$ cat src/rtl/esitleme_eslestirici_pkg.sv
// Shared constants for the equalization remap stage: state encodings and
// default widths of the pixel index and the histogram-stage table word.
package esitleme_eslestirici_pkg;

  localparam int PIXEL_BIT_VARS     = 8;
  localparam int LUT_GIRIS_BIT_VARS = 24;

  localparam logic [1:0] ES_BOS   = 2'd0;
  localparam logic [1:0] ES_YUKLE = 2'd1;
  localparam logic [1:0] ES_HAZIR = 2'd2;

endpackage

$ cat src/rtl/esitleme_eslestirici.sv
// Captures the streamed equalization table, then remaps a pixel stream through it
// with a valid/ready handshake; the global stall freezes every register.
module esitleme_eslestirici
  import esitleme_eslestirici_pkg::*;
#(
  parameter int PIXEL_BIT     = PIXEL_BIT_VARS,
  parameter int LUT_GIRIS_BIT = LUT_GIRIS_BIT_VARS
) (
  input  logic                     clk_i,
  input  logic                     rstn_i,
  input  logic                     stal_i,
  input  logic                     lut_gecerli_i,
  input  logic [LUT_GIRIS_BIT-1:0] lut_deger_i,
  input  logic                     pixel_gecerli_i,
  input  logic [PIXEL_BIT-1:0]     pixel_i,
  output logic                     pixel_hazir_o,
  output logic                     sonuc_gecerli_o,
  output logic [PIXEL_BIT-1:0]     sonuc_o,
  input  logic                     sonuc_hazir_i,
  output logic                     tablo_yuklu_o,
  output logic                     tablo_tamam_o
);

  localparam int                   TABLO_DERINLIK = 1 << PIXEL_BIT;
  localparam logic [PIXEL_BIT-1:0] SON_ADRES      = {PIXEL_BIT{1'b1}};
  localparam logic [PIXEL_BIT-1:0] BIR            = {{(PIXEL_BIT-1){1'b0}}, 1'b1};

  logic [1:0]           durum_q, durum_d;
  logic [PIXEL_BIT-1:0] yaz_adres_q, yaz_adres_d;
  logic                 tamam_q, tamam_d;
  logic [PIXEL_BIT-1:0] sonuc_q, sonuc_d;
  logic                 sonuc_gecerli_q, sonuc_gecerli_d;
  logic [PIXEL_BIT-1:0] tablo_q [TABLO_DERINLIK];
  logic                 yakala_s, kabul_s;

  // Entries wider than a pixel clamp to full white instead of wrapping.
  function automatic logic [PIXEL_BIT-1:0] doygun(input logic [LUT_GIRIS_BIT-1:0] deger);
    logic [PIXEL_BIT-1:0] dar;
    if (|deger[LUT_GIRIS_BIT-1:PIXEL_BIT]) begin
      dar = {PIXEL_BIT{1'b1}};
    end else begin
      dar = deger[PIXEL_BIT-1:0];
    end
    return dar;
  endfunction

  // A held hazir_o during stall must not be captured twice.
  assign yakala_s      = lut_gecerli_i && !stal_i;
  assign pixel_hazir_o = (durum_q == ES_HAZIR) && !lut_gecerli_i &&
                         (!sonuc_gecerli_q || sonuc_hazir_i) && !stal_i;
  assign kabul_s       = pixel_gecerli_i && pixel_hazir_o;

  always_comb begin
    durum_d         = durum_q;
    yaz_adres_d     = yaz_adres_q;
    tamam_d         = 1'b0;
    sonuc_d         = sonuc_q;
    sonuc_gecerli_d = sonuc_gecerli_q;
    if (yakala_s) begin
      yaz_adres_d = yaz_adres_q + BIR;
      case (durum_q)
        ES_YUKLE: begin
          if (yaz_adres_q == SON_ADRES) begin
            durum_d = ES_HAZIR;
            tamam_d = 1'b1;
          end else begin
            durum_d = ES_YUKLE;
          end
        end
        default: durum_d = ES_YUKLE;
      endcase
    end else begin
      yaz_adres_d = yaz_adres_q;
    end
    if (kabul_s) begin
      sonuc_d         = tablo_q[pixel_i];
      sonuc_gecerli_d = 1'b1;
    end else if (sonuc_hazir_i && !stal_i) begin
      sonuc_gecerli_d = 1'b0;
    end else begin
      sonuc_gecerli_d = sonuc_gecerli_q;
    end
  end

  always_ff @(posedge clk_i or negedge rstn_i) begin
    if (!rstn_i) begin
      durum_q         <= ES_BOS;
      yaz_adres_q     <= {PIXEL_BIT{1'b0}};
      tamam_q         <= 1'b0;
      sonuc_q         <= {PIXEL_BIT{1'b0}};
      sonuc_gecerli_q <= 1'b0;
    end else if (!stal_i) begin
      durum_q         <= durum_d;
      yaz_adres_q     <= yaz_adres_d;
      tamam_q         <= tamam_d;
      sonuc_q         <= sonuc_d;
      sonuc_gecerli_q <= sonuc_gecerli_d;
    end
  end

  // Table storage; reset clears it so a partial load never leaks stale entries.
  always_ff @(posedge clk_i or negedge rstn_i) begin
    if (!rstn_i) begin
      for (int i = 0; i < TABLO_DERINLIK; i++) begin
        tablo_q[i] <= {PIXEL_BIT{1'b0}};
      end
    end else if (yakala_s) begin
      tablo_q[yaz_adres_q] <= doygun(lut_deger_i);
    end
  end

  assign sonuc_o         = sonuc_q;
  assign sonuc_gecerli_o = sonuc_gecerli_q;
  assign tablo_yuklu_o   = (durum_q == ES_HAZIR);
  assign tablo_tamam_o   = tamam_q;

endmodule

$ cat config.mk
export PLATFORM = sky130hd
export DESIGN_NAME = esitleme_eslestirici
export DESIGN_NICKNAME = d
export VERILOG_FILES = /design/src/rtl/esitleme_eslestirici_pkg.sv /design/src/rtl/esitleme_eslestirici.sv
export SDC_FILE = /design/constraint.sdc
export NUM_CORES = 2
export LEC_CHECK = 0
export ABC_AREA = 1
export CORE_ASPECT_RATIO = 0.7
export CORE_MARGIN = 2
export CORE_UTILIZATION = 55
export CTS_BUF_LIST = sky130_fd_sc_hd__clkbuf_2 sky130_fd_sc_hd__clkbuf_4 sky130_fd_sc_hd__clkbuf_8
export DETAILED_ROUTE_END_ITERATION = 16
export PLACE_DENSITY_LB_ADDON = 0.3
export SYNTH_ARGS = -nofsm -noshare
export SYNTH_HDL_FRONTEND = slang
export SYNTH_SLANG_ARGS = --single-unit
$ cat constraint.sdc
create_clock -name clk_i -period 2.35 [get_ports clk_i]
set_clock_uncertainty 0.15 [all_clocks]
set_input_delay 0.705 -clock clk_i [delete_from_list [all_inputs] [get_ports clk_i]]
set_output_delay 0.705 -clock clk_i [all_outputs]
set_load 0.05 [all_outputs]
==> impl_summary.txt <==
----------------------------------------------------
[Run status]
  Outcome ... complete, but fails checks
  Violations in the final reports ... setup timing

[Detailed routing]
  Met1 Wirelength ... ~130000 µm
  Highest signal layer in the routed design ... met5
  Total number of vias ... 86975
  DRC violations left ... 0
  Sum of met2 wire segment lengths after detailed routing ... 128000 µm
  Violation count after the first detailed-routing iteration ... between 10000 and 15000
  Final wirelength ... a little over 300000 µm
  Wire length per cell ... 21.4 µm
  Post-DR vias/cell ... 6.06
  Residual antenna-violating net count after detailed routing ... 0
  DR WL met3 ... between 40000 and 50000 µm
  Iteration count of the initial detailed-routing pass ... 10

[Yosys]
  Number of warnings printed during yosys synthesis ... 0
  Number of cells produced by synthesis ... 11620
  Post-synthesis average cell area ... between 8 and 9 µm²
  Area of the mapped netlist ... 93300 µm²
  Synth cell types ... 27
  Compound-gate portion of the synthesized area ... 11.0%
  Dominant combinational cell family by area after synthesis ... simple AND/OR/NAND/NOR gates
  Post-synthesis net count ... roughly 12000
  Share of cell area taken by muxes after synthesis ... 0%
  Adder and majority cell fraction of the synthesized area ... less than 1%
  Register bit total from synthesis ... 2068
  Sequential fraction of the synthesis area ... between 50% and 60%
  Simple logic cell fraction of the synthesized area ... 29.1%
  XOR/XNOR Fraction of Synth Area ... less than 1%

[STA]
  Setup violation total in the final timing report ... 15
  Crit path time final ... between 2 and 3 ns
  Setup TNS Final ... -2.98 ns
  Hold Violations, Final ... 0
  Setup repair after global routing missed its margin ... yes
  Slew Limit Fails ... 0
  Rel. slew slack ... about half
  Slew at the pin with the worst max-slew slack ... 0.734 ns
  F_max ... roughly 0.35 GHz
  Final clock period utilization by the worst path ... 123%
  Smallest setup slack after layout ... -0.534 ns

[Pwr]
  Max VDD drop ... between 0.0006 and 0.0007 V
  Areal power density over the cells ... 800 nW/µm²
  Leakage ... about 50 nW
  Post-layout total power ... ~90 mW

[Clock tree]
  H-Tree Depth ... 5
  Buffer cell driving the clock tree root ... clkbuf_8
  Clock-pin slew on the worst setup and hold paths ... 0.07 ns
  Maximum count of clock buffers along a single path ... 4
  Count of clock tree sinks ... around 2100
  Clock latency reported for the late side of the worst-skew pair ... approximately 1.1 ns
  Clock tree from TritonCTS ... done
  Total CTS buffers ... approximately 330

[Die]
  Horizontal die dimension ... just under 500 µm
  Standard cell core area ... about 170000 µm²
  Vertical die dimension ... between 300 and 400 µm
  Number of placed I/O pins ... 50
  Die area ... between 150000 and 200000 µm²
  Number of cell rows ... between 100 and 150
  Initial core utilization ... a little under three fifths

[Critical path]
  Worst path arrival time ... between 2 and 2.5 ns
  Startpoint Class ... flip-flop
  Required time at the worst-slack endpoint ... about 1.5 ns
  Kind of end point of the critical path ... output pin
  Class of the most critical setup path ... reg2out
  Max FO, Critical Path ... 2

[Finish]
  Area occupied by registers ... a little over 50000 µm²
  Area Overhead vs Synth ... 17.3%
  Footprint of the multi-input gates ... 37600 µm²
  Total Nets Final ... 11909
  Ratio of cells with drive above 1 in the final layout ... between 10% and 20%
  Layout filler cell count ... about 14000

[Flow run]
  Maximum Capacitance Violations ... 0

[Placed design]
  Hpwl dp ... approximately 200000 µm
  Dpl ws ... -1.06 ns
  Final weighted congestion in routability-driven placement ... 0.976
  Number of buffers added on ports ... just under 50

[Global route]
  Initial antenna violation count ... 9
  Total Routing Usage GR ... between 30 and 40%
  Global-route wire length before repair ... 479000 µm
  Pin count of the biggest net entering global routing ... approximately 100
  Overflow left after global routing ... 0
  Vias in the first global route ... approximately 81000

[Worst hold path]
  Path type of the worst min-delay path ... in2reg

----------------------------------------------------
layout make-up:
cell class	count	area share, %
Tap cell	2240	2.56
Clock buffer	503	5.80
Multi-Input combinational cell	8551	34.4
Sequential cell	2068	47.3
Clock inverter	48	0.419
Inverter	40	0.160
Antenna cell	13	0.0297
Timing Repair Buffer	878	9.30
synthesized netlist by cell type:
cell type / n / area [µm²]
clkbuf_1: 667 / 2500
buf_2: 216 / 1080
xor2_1: 6 / 52.6
nand2_1: 4326 / 16200
nor4_1: 5 / 31.3
clkinv_1: 1 / 3.75
nor3_2: 5 / 50.1
dfrtp_1: 2068 / 51700
inv_1: 26 / 97.6
o21ai_0: 1870 / 9360
nor3_1: 1 / 5.00
o211ai_1: 1 / 7.51
nand2_2: 11 / 68.8
nor3_4: 4 / 65.1
nand3_1: 2050 / 10300
inv_2: 13 / 48.8
buf_4: 4 / 30.0
nor2_1: 67 / 251
nand2_4: 1 / 11.3
ha_1: 4 / 50.1
o21ai_1: 148 / 741
nand4_1: 4 / 25.0
nor2_4: 2 / 22.5
buf_1: 74 / 278
a21oi_1: 33 / 165
or2_1: 1 / 6.26
nor2_2: 12 / 75.1
sequential cells by signal, summed over array words and instances, names as in the netlist:
name / count
tablo_q: 2048
yaz_adres_q: 8
sonuc_gecerli_o: 1
sonuc_o: 8
durum_q: 2
tablo_tamam_o: 1
what timing repair did:
action / 4_1_cts / 5_1_grt
setup endpoints to repair: 22 / 355
setup buffers: 3 / 7
endpoints found under the hold margin: 1120 / 0
gates cloned: 0 / 3
gates resized for setup: 21 / 16
pin swaps: 1 / 5
hold buffers: 2 / 0
worst paths after layout:
path	from	to	slack (ns)	cells past startpoint
max	durum_q[1]	pixel_hazir_o	-0.53	5
min	sonuc_hazir_i	sonuc_gecerli_o	0.15	4
max reg2reg	yaz_adres_q[1]	tablo_q[531]	0.07	9
min reg2reg	tablo_q[47]	tablo_q[47]	0.33	2
max in group asynchronous	rstn_i	tablo_q[1713]	0.62	3
min in group asynchronous	rstn_i	tablo_q[1373]	0.30	3
power breakdown:
| group | switching, mW | leakage [nW] | total [mW] | internal (mW) |
|---|---|---|---|---|
| Clock | 14.5 | 3.63 | 32.5 | 18.0 |
| Combinational | 7.86 | 18.0 | 12.4 | 4.59 |
| Sequential | 2.60 | 28.5 | 42.6 | 40.0 |
through the flow:
step	hold WS (ns)	cells	utilization (%)	instance area, µm²
final	0.145	14341	64.9	109000
after global routing	0.136	14335	64.9	109000
after CTS	0.0839	14318	64.8	109000
after detailed placement	0.323	13762	60.7	102000
after global placement	0.315	13762	60.7	102000
after floorplan	0.259	11620	-	93300
critical path, cell delays in order (launching register included):
cell and delay [ns]:
dfrtp_1 0.36, inv_2 0.06, nor2_4 0.17, o211ai_1 0.10
inv_1 0.14, buf_12 0.15
per-layer routing:
metal  GRT usage, %  vias to the layer above
met4           13.3                        6
met3           10.6                      784
met2           48.8                     5373
met1           52.4                    41877
li1               -                    38935
met5              0                        -
placed cells by master, fill, tap and decap left out, drive strengths merged:
cell type      instances
nand2               4338
dfrtp               2068
nand3               2050
o21ai               2018
buf                  843
clkbuf               506
nor2                  81
inv                   41
clkinv                35
a21oi                 33
clkdlybuf4s50         30
diode                 13
nor3                  10
bufinv                 8
xor2                   6
nor4                   5
nand4                  4
clkinvlp               4
ha                     4
dlygate4sd3            2
o211ai                 1
or2                    1
cell families after synthesis:
kind of cell,after synthesis
flops,2068
simple gates,6489
xor+xnor,6
buf+inv,1001
compound gates,2052
fa+ha+maj,4
Power figures use the tool's default switching activity.
